$ cat config.mk
export PLATFORM = sky130hd
export DESIGN_NAME = seq_bin2bcd
export DESIGN_NICKNAME = d
export VERILOG_FILES = /design/src/rtl/seq_bin2bcd_pkg.sv /design/src/rtl/seq_bin2bcd_adj.sv /design/src/rtl/seq_bin2bcd.sv
export SDC_FILE = /design/constraint.sdc
export NUM_CORES = 1
export LEC_CHECK = 0
export CORE_MARGIN = 4
export CORE_UTILIZATION = 50
export CTS_CLUSTER_DIAMETER = 60
export DETAILED_ROUTE_END_ITERATION = 16
export GPL_TIMING_DRIVEN = 1
export PLACE_DENSITY = 0.74
export RECOVER_POWER = 50
export SKIP_CTS_REPAIR_TIMING = 1
export SYNTH_ARGS = -nofsm -noshare
export SYNTH_HDL_FRONTEND = slang
export SYNTH_SLANG_ARGS = --single-unit
$ cat constraint.sdc
create_clock -name clk -period 1.99 [get_ports clk]
set_input_delay 0.199 -clock clk [delete_from_list [all_inputs] [get_ports clk]]
set_output_delay 0.199 -clock clk [all_outputs]
set_load 0.05 [all_outputs]
$ cat src/rtl/seq_bin2bcd_pkg.sv
// Shared types and constants for the sequential double-dabble binary-to-BCD converter.
package seq_bin2bcd_pkg;

  typedef enum logic [1:0] {
    IDLE = 2'd0,
    CONV = 2'd1,
    DONE = 2'd2
  } state_t;

  localparam logic [3:0] ADD3_THRESH = 4'd5;
  localparam logic [3:0] ADD3_VAL    = 4'd3;

  // Iteration counter width; never narrower than one bit.
  function automatic int cnt_width(input int n);
    return (n < 2) ? 1 : $clog2(n);
  endfunction

endpackage

$ cat src/rtl/seq_bin2bcd_adj.sv
// Double-dabble digit correction cell: a BCD digit of 5 or more gets 3 added (4-bit wrap).
module bcd_digit_adj
  import seq_bin2bcd_pkg::*;
(
  input  logic [3:0] digit_in,
  output logic [3:0] digit_out
);

  assign digit_out = (digit_in >= ADD3_THRESH) ? (digit_in + ADD3_VAL) : digit_in;

endmodule

$ cat src/rtl/seq_bin2bcd.sv
// Sequential binary-to-BCD converter, one shift-add-3 step per clock, valid/ready on both sides.
// Optional two's-complement input with sign output: define SEQ_BIN2BCD_SIGNED_EN.
//
// state | meaning
// IDLE  | waiting for an operand, in_ready high
// CONV  | BIN_W shift-add-3 iterations, busy high
// DONE  | result held on bcd, out_valid high until out_ready
module seq_bin2bcd
  import seq_bin2bcd_pkg::*;
#(
  parameter int BIN_W  = 12,
  parameter int DIGITS = 4
) (
  input  logic                  clk,
  input  logic                  rst,
  input  logic                  in_valid,
  output logic                  in_ready,
  input  logic [BIN_W-1:0]      bin,
  output logic                  out_valid,
  input  logic                  out_ready,
`ifdef SEQ_BIN2BCD_SIGNED_EN
  output logic                  neg,
`endif
  output logic [4*DIGITS-1:0]   bcd,
  output logic                  busy
);

  localparam int CNT_W = cnt_width(BIN_W);
  localparam int CAT_W = 4*DIGITS + BIN_W;

  state_t                state_q, state_d;
  logic [BIN_W-1:0]      sr_q, sr_shift, operand;
  logic [4*DIGITS-1:0]   acc_q, acc_adj, acc_shift, bcd_q;
  logic [CAT_W-1:0]      cat_shift;
  logic [CNT_W-1:0]      cnt_q;
  logic                  last_iter;

`ifdef SEQ_BIN2BCD_SIGNED_EN
  // |bin| always fits BIN_W unsigned bits, so the negation can stay at BIN_W.
  assign operand = bin[BIN_W-1] ? (~bin + BIN_W'(1)) : bin;
`else
  assign operand = bin;
`endif

  for (genvar g = 0; g < DIGITS; g++) begin : g_digit
    bcd_digit_adj u_adj (
      .digit_in  (acc_q[4*g +: 4]),
      .digit_out (acc_adj[4*g +: 4])
    );
  end

  assign cat_shift = {acc_adj, sr_q} << 1;
  assign acc_shift = cat_shift[CAT_W-1:BIN_W];
  assign sr_shift  = cat_shift[BIN_W-1:0];
  assign last_iter = (cnt_q == CNT_W'(BIN_W-1));

  always_comb begin
    state_d   = state_q;
    in_ready  = 1'b0;
    busy      = 1'b0;
    out_valid = 1'b0;
    case (state_q)
      IDLE: begin
        in_ready = 1'b1;
        if (in_valid) state_d = CONV;
      end
      CONV: begin
        busy = 1'b1;
        if (last_iter) state_d = DONE;
      end
      DONE: begin
        out_valid = 1'b1;
        if (out_ready) state_d = IDLE;
      end
      default: state_d = IDLE;
    endcase
  end

  always_ff @(posedge clk or negedge rst) begin
    if (!rst) begin
      state_q <= IDLE;
      sr_q    <= '0;
      acc_q   <= '0;
      cnt_q   <= '0;
      bcd_q   <= '0;
`ifdef SEQ_BIN2BCD_SIGNED_EN
      neg     <= 1'b0;
`endif
    end else begin
      state_q <= state_d;
      case (state_q)
        IDLE: begin
          if (in_valid) begin
            sr_q  <= operand;
            acc_q <= '0;
            cnt_q <= '0;
`ifdef SEQ_BIN2BCD_SIGNED_EN
            neg   <= bin[BIN_W-1];
`endif
          end
        end
        CONV: begin
          sr_q  <= sr_shift;
          acc_q <= acc_shift;
          cnt_q <= cnt_q + CNT_W'(1);
          // Result register only moves on completion, so bcd is stable outside that edge.
          if (last_iter) bcd_q <= acc_shift;
        end
        default: ;
      endcase
    end
  end

  assign bcd = bcd_q;

endmodule

# After elaboration in Yosys (flattened, before gate mapping)
# Index checks and enable logic that the tools add are counted.
# totals
inputBits	16
out_inout_bits	19
register_bits	50
# classes
reduce_logical	5
magnitude_cmp	4
eq_ne	6
addsub	5
n_mux	17
# op_table
op	count
16-bit case mux with 2 select lines	1
12-bit case mux with 2 select lines	1
4-bit by 3-bit >= comparator with 1-bit output (second input constant)	4
16-bit 2-to-1 mux	1
4-bit 2-to-1 mux	4
4-bit by 2-bit adder with 4-bit output (second input constant)	3
12-bit 2-to-1 mux	1
4-bit case mux with 2 select lines	1
2-bit 2-to-1 mux	3
2-bit != test (second input constant)	3
2-bit case mux with 3 select lines	1
4-bit by 1-bit adder with 4-bit output (second input constant)	1
4-bit == test (second input constant)	1
2-bit AND reduction	2
3-bit by 2-bit adder with 3-bit output (second input constant)	1
1-bit 2-to-1 mux	3
3-bit 2-to-1 mux	1
3-bit AND reduction	1
2-bit by 1-bit == test with 1-bit output (second input constant)	1
2-bit == test (second input constant)	1
2-bit logical NOT	1
2-bit nonzero test	1

# Depth between registers and ports, before layout
# Gate-level depths: netlist (run 1).
# depth
depth_word	3
depth_mapped	7

# Hierarchy
# From an unflattened synthesis (run 1), not the netlist that was laid out.
# unflattened
cells_unflattened	218
hier_area_um2	2453.6
# by_module_without_submodules
module	area_each_um2	instances	cells_each
seq_bin2bcd	2048.2	1	154
bcd_digit_adj	101.3	4	16

# Worst setup path before layout (run 1)
# OpenSTA, ideal clock, no wires.
# synth_timing
kind	register -> register
from	register state_q[1]
to	register acc_q[0]
t_arrival_ps	1531
stages_incl_launch_ff	5
slack_ps	392
setup_time_ps	67
path_cell_list	dfrtp_1 -> nand2b_2 -> inv_2 -> clkbuf_1 -> a22o_1
# synth_between
elab_chain_cells	3
word_cells_on_any_way	6
classes_between	eq/ne (2); mux (1); reduce/logical (3)
# synth_rtl
element	line_no	source
start, declared	seq_bin2bcd.sv:31	state_t state_q, state_d;
start signal, assigned	seq_bin2bcd.sv:90	state_q <= state_d;
2-bit by 1-bit == test with 1-bit output / 2-bit logical NOT (equally long branches)	seq_bin2bcd.sv:91	case (state_q)
2-bit nonzero test (no source line) / 2-bit != test (equally long branches)	--	
2-bit AND reduction (no source line)	--	
end signal, assigned	seq_bin2bcd.sv:104	acc_q <= acc_shift;
end, declared	seq_bin2bcd.sv:33	logic [4*DIGITS-1:0] acc_q, acc_adj, acc_shift, bcd_q;
# Parallel ways exist; a longest one is shown, timed or not.
# A chain may end at the register's enable or synchronous reset.

# Worst setup path in the final report (run 1)
# layout_timing
from	register state_q[1]
to	register bcd_q[5] (netlist: bcd[5])
# layout_between
elab_chain_cells	2
# layout_rtl
element	line_no	source
2-bit by 1-bit == test with 1-bit output	seq_bin2bcd.sv:91	
2-bit AND reduction (no source line)	--	
end signal, assigned	seq_bin2bcd.sv:107	if (last_iter) bcd_q <= acc_shift;
end, declared	seq_bin2bcd.sv:33	
# Every way passes these cells.

==> results of run 1 <==
[registers in the layout (all words and copies together), names as in the netlist]
name     count
sr_q        12
acc_q       16
bcd         16
cnt_q        4
state_q      2
[layout make-up]
cell class | instances | area share
Tap cell | 52 | 0.0227
Clock inverter | 1 | 0.00175
Sequential cell | 50 | 0.437
Inverter | 12 | 0.0157
Timing Repair Buffer | 43 | 0.144
Clock buffer | 7 | 0.0301
Multi-Input combinational cell | 145 | 0.349
[through the flow]
stage	hold slack [ps]	worst slack (ps)	power [mW]
finish	481	314	5.25
global placement	186	331	4.64
CTS	-140	294	5.33
floorplan	-96.6	392	3.89
global route	512	116	5.66
detailed placement	188	299	4.71
[synthesized netlist by cell type (3+ instances only)]
cell type and n:
dfrtp_1 50, o21ai_0 27, nand2_1 19, a22o_1 12, a21oi_1 11, inv_1 11, a22oi_1 10, ha_1 9
nor2_1 9, buf_2 5, mux2_4 5, nor3_1 5, a31oi_1 4, mux2_2 4, mux2i_1 4, nand2b_1 4
or3b_2 4, xnor2_1 4, clkbuf_1 3, nor3b_1 3
[metal layers]
| metal | part of all wire | GRT usage | vias to the layer above |
|---|---|---|---|
| met3 | 0.046 | 0.0363 | 5 |
| met5 | 0 | 0 | - |
| met4 | 0.014 | 0.0616 | 0 |
| met2 | 0.47 | 0.257 | 39 |
| met1 | 0.46 | 0.195 | 804 |
| li1 | - | - | 862 |
[logic make-up (layout without fill, tap and decap cells)]
kind of cell,Yosys count,count (layout),synth area share
AOI/OAI and AO/OA,69,69,0.183
xor gates and xnor gates,4,4,0.0148
adders and majority gates,9,9,0.0476
buffers and inverters,24,63,0.0486
DFF,50,50,0.529
muxes,13,13,0.0677
and+or+nand+nor,50,50,0.109
[tightest hold or removal path: stages]
cell             delay (ps)
clkdlybuf4s50_1         400
inv_1                    50
a21o_1                  100
[worst paths after layout]
| path | start | end | slack (ps) | cells past startpoint |
|---|---|---|---|---|
| setup / recovery | state_q[1] | bcd[5] | 310 | 4 |
| hold / removal | out_ready | state_q[1] | 480 | 3 |
| setup reg to reg | state_q[1] | bcd[5] | 310 | 4 |
| hold reg to reg | sr_q[9] | sr_q[9] | 490 | 2 |
| max in group asynchronous | rst | state_q[0] | 410 | 3 |
| min in group asynchronous | rst | acc_q[10] | 640 | 2 |
[power breakdown]
part / leakage, nW / switching, mW / internal, mW
clock network: 0.0482 / 0.319 / 0.281
logic: 0.601 / 1.63 / 1.19
registers: 0.627 / 0.337 / 1.49
==> metrics.cfg, run 1 <==
[run_status]
status = finished clean

[finish]
final_area_um2 = 2860
n_fill_cell = 396
finish.utilization = 0.640
fin_cells = 310
seq_area_um2 = 1250
n_antenna_cell = 0
final_common_cell = dfrtp_1
multi_input_area_um2 = 1000
syn_to_final_growth_pct = 21.0
drive_gt1_frac = 0.124
layout_common_cells = dfrtp_1 (50), clkdlybuf4s50_1 (30), o21ai_0 (27)
layout.nets = 282

[floorplanning]
fp.dieH_um = 76.8
coreArea_um2 = 4470
std_cell_rows = 24
dieArea_um2 = 5900
initial_core_util = 0.529
io_pins = 35
die_x_um = 76.8

[clock_network]
h-tree-depth = 2
cts_sinks = 50
clk_pin_slew_ps = 90
insertion_delay_ps = 300
cts_tree = yes
numCtsBuffers = 5
cts.path.max_buffers = 2
cts-root-buf = clkbuf_8

[timing]
skew_ps = 5.33
period_share = 0.842
finalSetupViolCount = 0
max_freq_mhz = 597
slew_violations = 0
final-hold-violation-count = 0
tns_ps = 0
min_period_ps = 1680
relSlewSlack = 0.238
rsz0062_at_grt = no
worst_pin_slew_ps = 1140

[global_routing]
gr-usage-all-layers = 0.155
grt_max_degree = 25
grt_pass1_vias = 1671
grt_pass1_wl_um = 7470
antenna_found_initial = 0
grt_overflow = 0

[place]
gp_congestion = 0.765
hpwl_um = 3080
dpl_cell_area_um2 = 2780
dp.cells = 301
portBuffers = 34

[detailed_routing]
vias = 1710
via_per_inst = 5.52
drt_iter0_drc = 64
ant_nets = 0
drc = 0
drt_first_pass_iters = 4
routed_wl_um = 4290
wl_per_cell_um = 13.8

[logic_synthesis]
synth_cell_type_count = 33
synthFlopType = dfrtp_1
ys_warn_count = 0
synth_top_cell_by_area = dfrtp_1
postSynthAreaPerCell_um2 = 10.8
synthTopCellsByArea = dfrtp_1 (53%), o21ai_0 (5.7%), ha_1 (4.8%)
synth_top_area_frac = 0.529
synth_area_um2 = 2370
async_reset_ff_frac = 1.00
ys_ff_latch = 50
synth_enable_flop_cells = 0
yosysSeqAreaShare = 0.529
synth_cells = 219
synthesis.nets = 244

[pwr]
power_density_nw_per_um2 = 1830
cellLeakagePower_nw = 1.28
ir_drop_v = 0.000743

[setup_path]
cp-start-kind = register
crit_chain = nand2b_2 > inv_2 > and4_4 > mux2_2
crit_buf_inv = 1
crit_family = simple AND/OR/NAND/NOR gates
crit_fanout = 24
crit_required_ps = 2180
cpMaxStageDelayCell = and4_4
path_class = register to register
slowest_delay_ps = 450
worst_setup_path_end_kind = register
cp.arrival_ps = 1870

[job]
timing.max_cap.violations = 0

[worst_hold_path]
hold_path_class = input pin to register

No activity file was read; power rests on OpenSTA's default activity.
==> run 2: changes to the inputs <==
Clock period 1.99 ns to 1.6 ns, I/O delays scaled along.
==> run 2 against run 1 <==
Combinational power up 32%. Clock power increased by 46%. Sequential cell count is the same. Power is 31% higher. Critical path type unchanged. Largest cell class unchanged. Largest power group unchanged.
==> metrics.cfg, run 2 (synthesis results as in run 1) <==
[run_status]
status = finished clean  ; unchanged

[clock_network]
insertion_delay_ps = 300  ; about the same
clk_pin_slew_ps = 90  ; about the same
cts_tree = yes  ; unchanged
h-tree-depth = 2  ; unchanged
cts_sinks = 50  ; unchanged
numCtsBuffers = 5  ; unchanged
cts.path.max_buffers = 2  ; unchanged
cts-root-buf = clkbuf_8  ; unchanged

[setup_path]
cp-start-kind = register  ; unchanged
crit_required_ps = 1790  ; was 2180 ps
cpMaxStageDelayCell = and4_2  ; was and4_4
slowest_delay_ps = 420  ; was 450 ps
worst_setup_path_end_kind = register  ; unchanged
crit_fanout = 7  ; was 24
path_class = register to register  ; unchanged
crit_chain = ha_1 > and4_2 > mux2_4  ; was nand2b_2 > inv_2 > and4_4 > mux2_2
crit_family = simple AND/OR/NAND/NOR gates  ; unchanged
crit_buf_inv = 0  ; was 1
cp.arrival_ps = 1700  ; was 1870 ps

[pwr]
power.internal_mw = 3.87  ; was 2.96 mW
seq_power_share = 0.333  ; was 0.348
power_density_nw_per_um2 = 2340  ; was 1830 nW/um^2
ir_drop_v = 0.00108  ; was 0.000743 V
switchingPower_mw = 3.02  ; was 2.28 mW
sw_frac_of_total = 0.438  ; was 0.435
clock_power_share = 0.127  ; was 0.114
power_mw = 6.89  ; was 5.25 mW
combPwrFrac = 0.540  ; was 0.538
cellLeakagePower_nw = 1.31  ; was 1.28 nW

[global_routing]
grt_max_degree = 51  ; was 25
gr-usage-all-layers = 0.167  ; was 0.155
grt_overflow = 0  ; unchanged
grt_pass1_vias = 1739  ; was 1671
antenna_found_initial = 0  ; unchanged
grt_pass1_wl_um = 8070  ; was 7470 um

[finish]
n_antenna_cell = 0  ; unchanged
n_fill_cell = 355  ; was 396
layout.nets = 288  ; was 282
final_common_cell = dfrtp_1  ; unchanged
syn_to_final_growth_pct = 24.3  ; was 21.0%
fin_cells = 316  ; was 310
finish.utilization = 0.657  ; was 0.640
drive_gt1_frac = 0.231  ; was 0.124
layout_common_cells = dfrtp_1 (48), o21ai_0 (27), nand2_1 (19)  ; was dfrtp_1 (50), clkdlybuf4s50_1 (30), o21ai_0 (27)

[timing]
worst_pin_slew_ps = 657  ; was 1140 ps
min_period_ps = 1510  ; was 1680 ps
period_share = 0.945  ; was 0.842
max_freq_mhz = 661  ; was 597 MHz
skew_ps = 3.32  ; was 5.33 ps
relSlewSlack = 0.562  ; was 0.238
slew_violations = 0  ; unchanged
finalSetupViolCount = 0  ; unchanged
tns_ps = 0  ; unchanged
final-hold-violation-count = 0  ; unchanged

[job]
timing.max_cap.violations = 0  ; unchanged

[detailed_routing]
drt_iter0_drc = 69  ; was 64
via_per_inst = 5.64  ; was 5.52
drc = 0  ; unchanged
wl_per_cell_um = 15.3  ; was 13.8 um
ant_nets = 0  ; unchanged
drt_first_pass_iters = 4  ; unchanged
vias = 1781  ; was 1710
routed_wl_um = 4840  ; was 4290 um

[floorplanning]
fp.dieH_um = 76.8  ; unchanged
die_x_um = 76.8  ; unchanged
initial_core_util = 0.529  ; unchanged
dieArea_um2 = 5900  ; unchanged
coreArea_um2 = 4470  ; unchanged
io_pins = 35  ; unchanged
std_cell_rows = 24  ; unchanged

[place]
portBuffers = 34  ; unchanged
gp_congestion = 0.771  ; was 0.765
dp.cells = 302  ; was 301
hpwl_um = 3150  ; was 3080 um

[worst_hold_path]
hold_path_class = input pin to register  ; unchanged

run 2: changes by cell type in the layout (fill, tap and decap cells not counted), sizes merged:
cell,delta
clkdlybuf4s50,-16
buf,+15
clkbuf,+6
and4,+1
bufinv,+1
clkinv,-1
run 2: per-layer routing:
metal / vias up / track usage / wire, um
met3: 9 / 0.0410 / 206
li1: 865 / - / -
met2: 38 / 0.269 / 2260
met4: 0 / 0.0598 / 93
met5: - / 0 / 0
met1: 869 / 0.219 / 2290
run 2: final timing paths:
kind	startpoint	endpoint	slack, ps	depth (start not counted)
setup / recovery	cnt_q[0]	bcd[9]	90	3
hold / removal	out_ready	state_q[1]	450	3
hold reg to reg	sr_q[9]	sr_q[9]	490	2
min in group asynchronous	rst	bcd[11]	540	3
setup reg to reg	cnt_q[0]	bcd[9]	90	3
max in group asynchronous	rst	acc_q[8]	600	3
run 2: layout make-up:
type / count / area, um^2 / share of cell area
clock buffer: 7 / 76.3 / 0.0259
clock inverter: 1 / 30.0 / 0.0102
inverter: 12 / 45.0 / 0.0153
multi-input combinational: 146 / 1060 / 0.360
sequential: 50 / 1250 / 0.426
tap: 52 / 65.1 / 0.0221
timing repair buffer: 48 / 412 / 0.140
run 2: through the flow:
stage | hold WS, ps | setup WS (ps) | cell area (um^2)
2_1_floorplan | -136 | 2.22 | 2370
6_report | 452 | 87.8 | 2940
3_5_place_dp | 167 | 6.89 | 2780
3_3_place_gp | 169 | 55.7 | 2780
5_1_grt | 471 | -3.06 | 2940
4_1_cts | -166 | -6.70 | 2890
run 2: power groups by stage:
stage               sequential, mW  combinational, mW  clock (mW)
floorplan                     2.89               1.95           0
global placement              2.28               3.52           0
detailed placement            2.30               3.61           0
finish                        2.29               3.72       0.876
CTS                           2.28               3.62       0.897
global route                  2.39               4.07       0.950
run 2: worst register-to-register path: stages (launching register included):
cell	delay (ps)
dfrtp_1	400
ha_1	260
and4_2	420
mux2_4	320
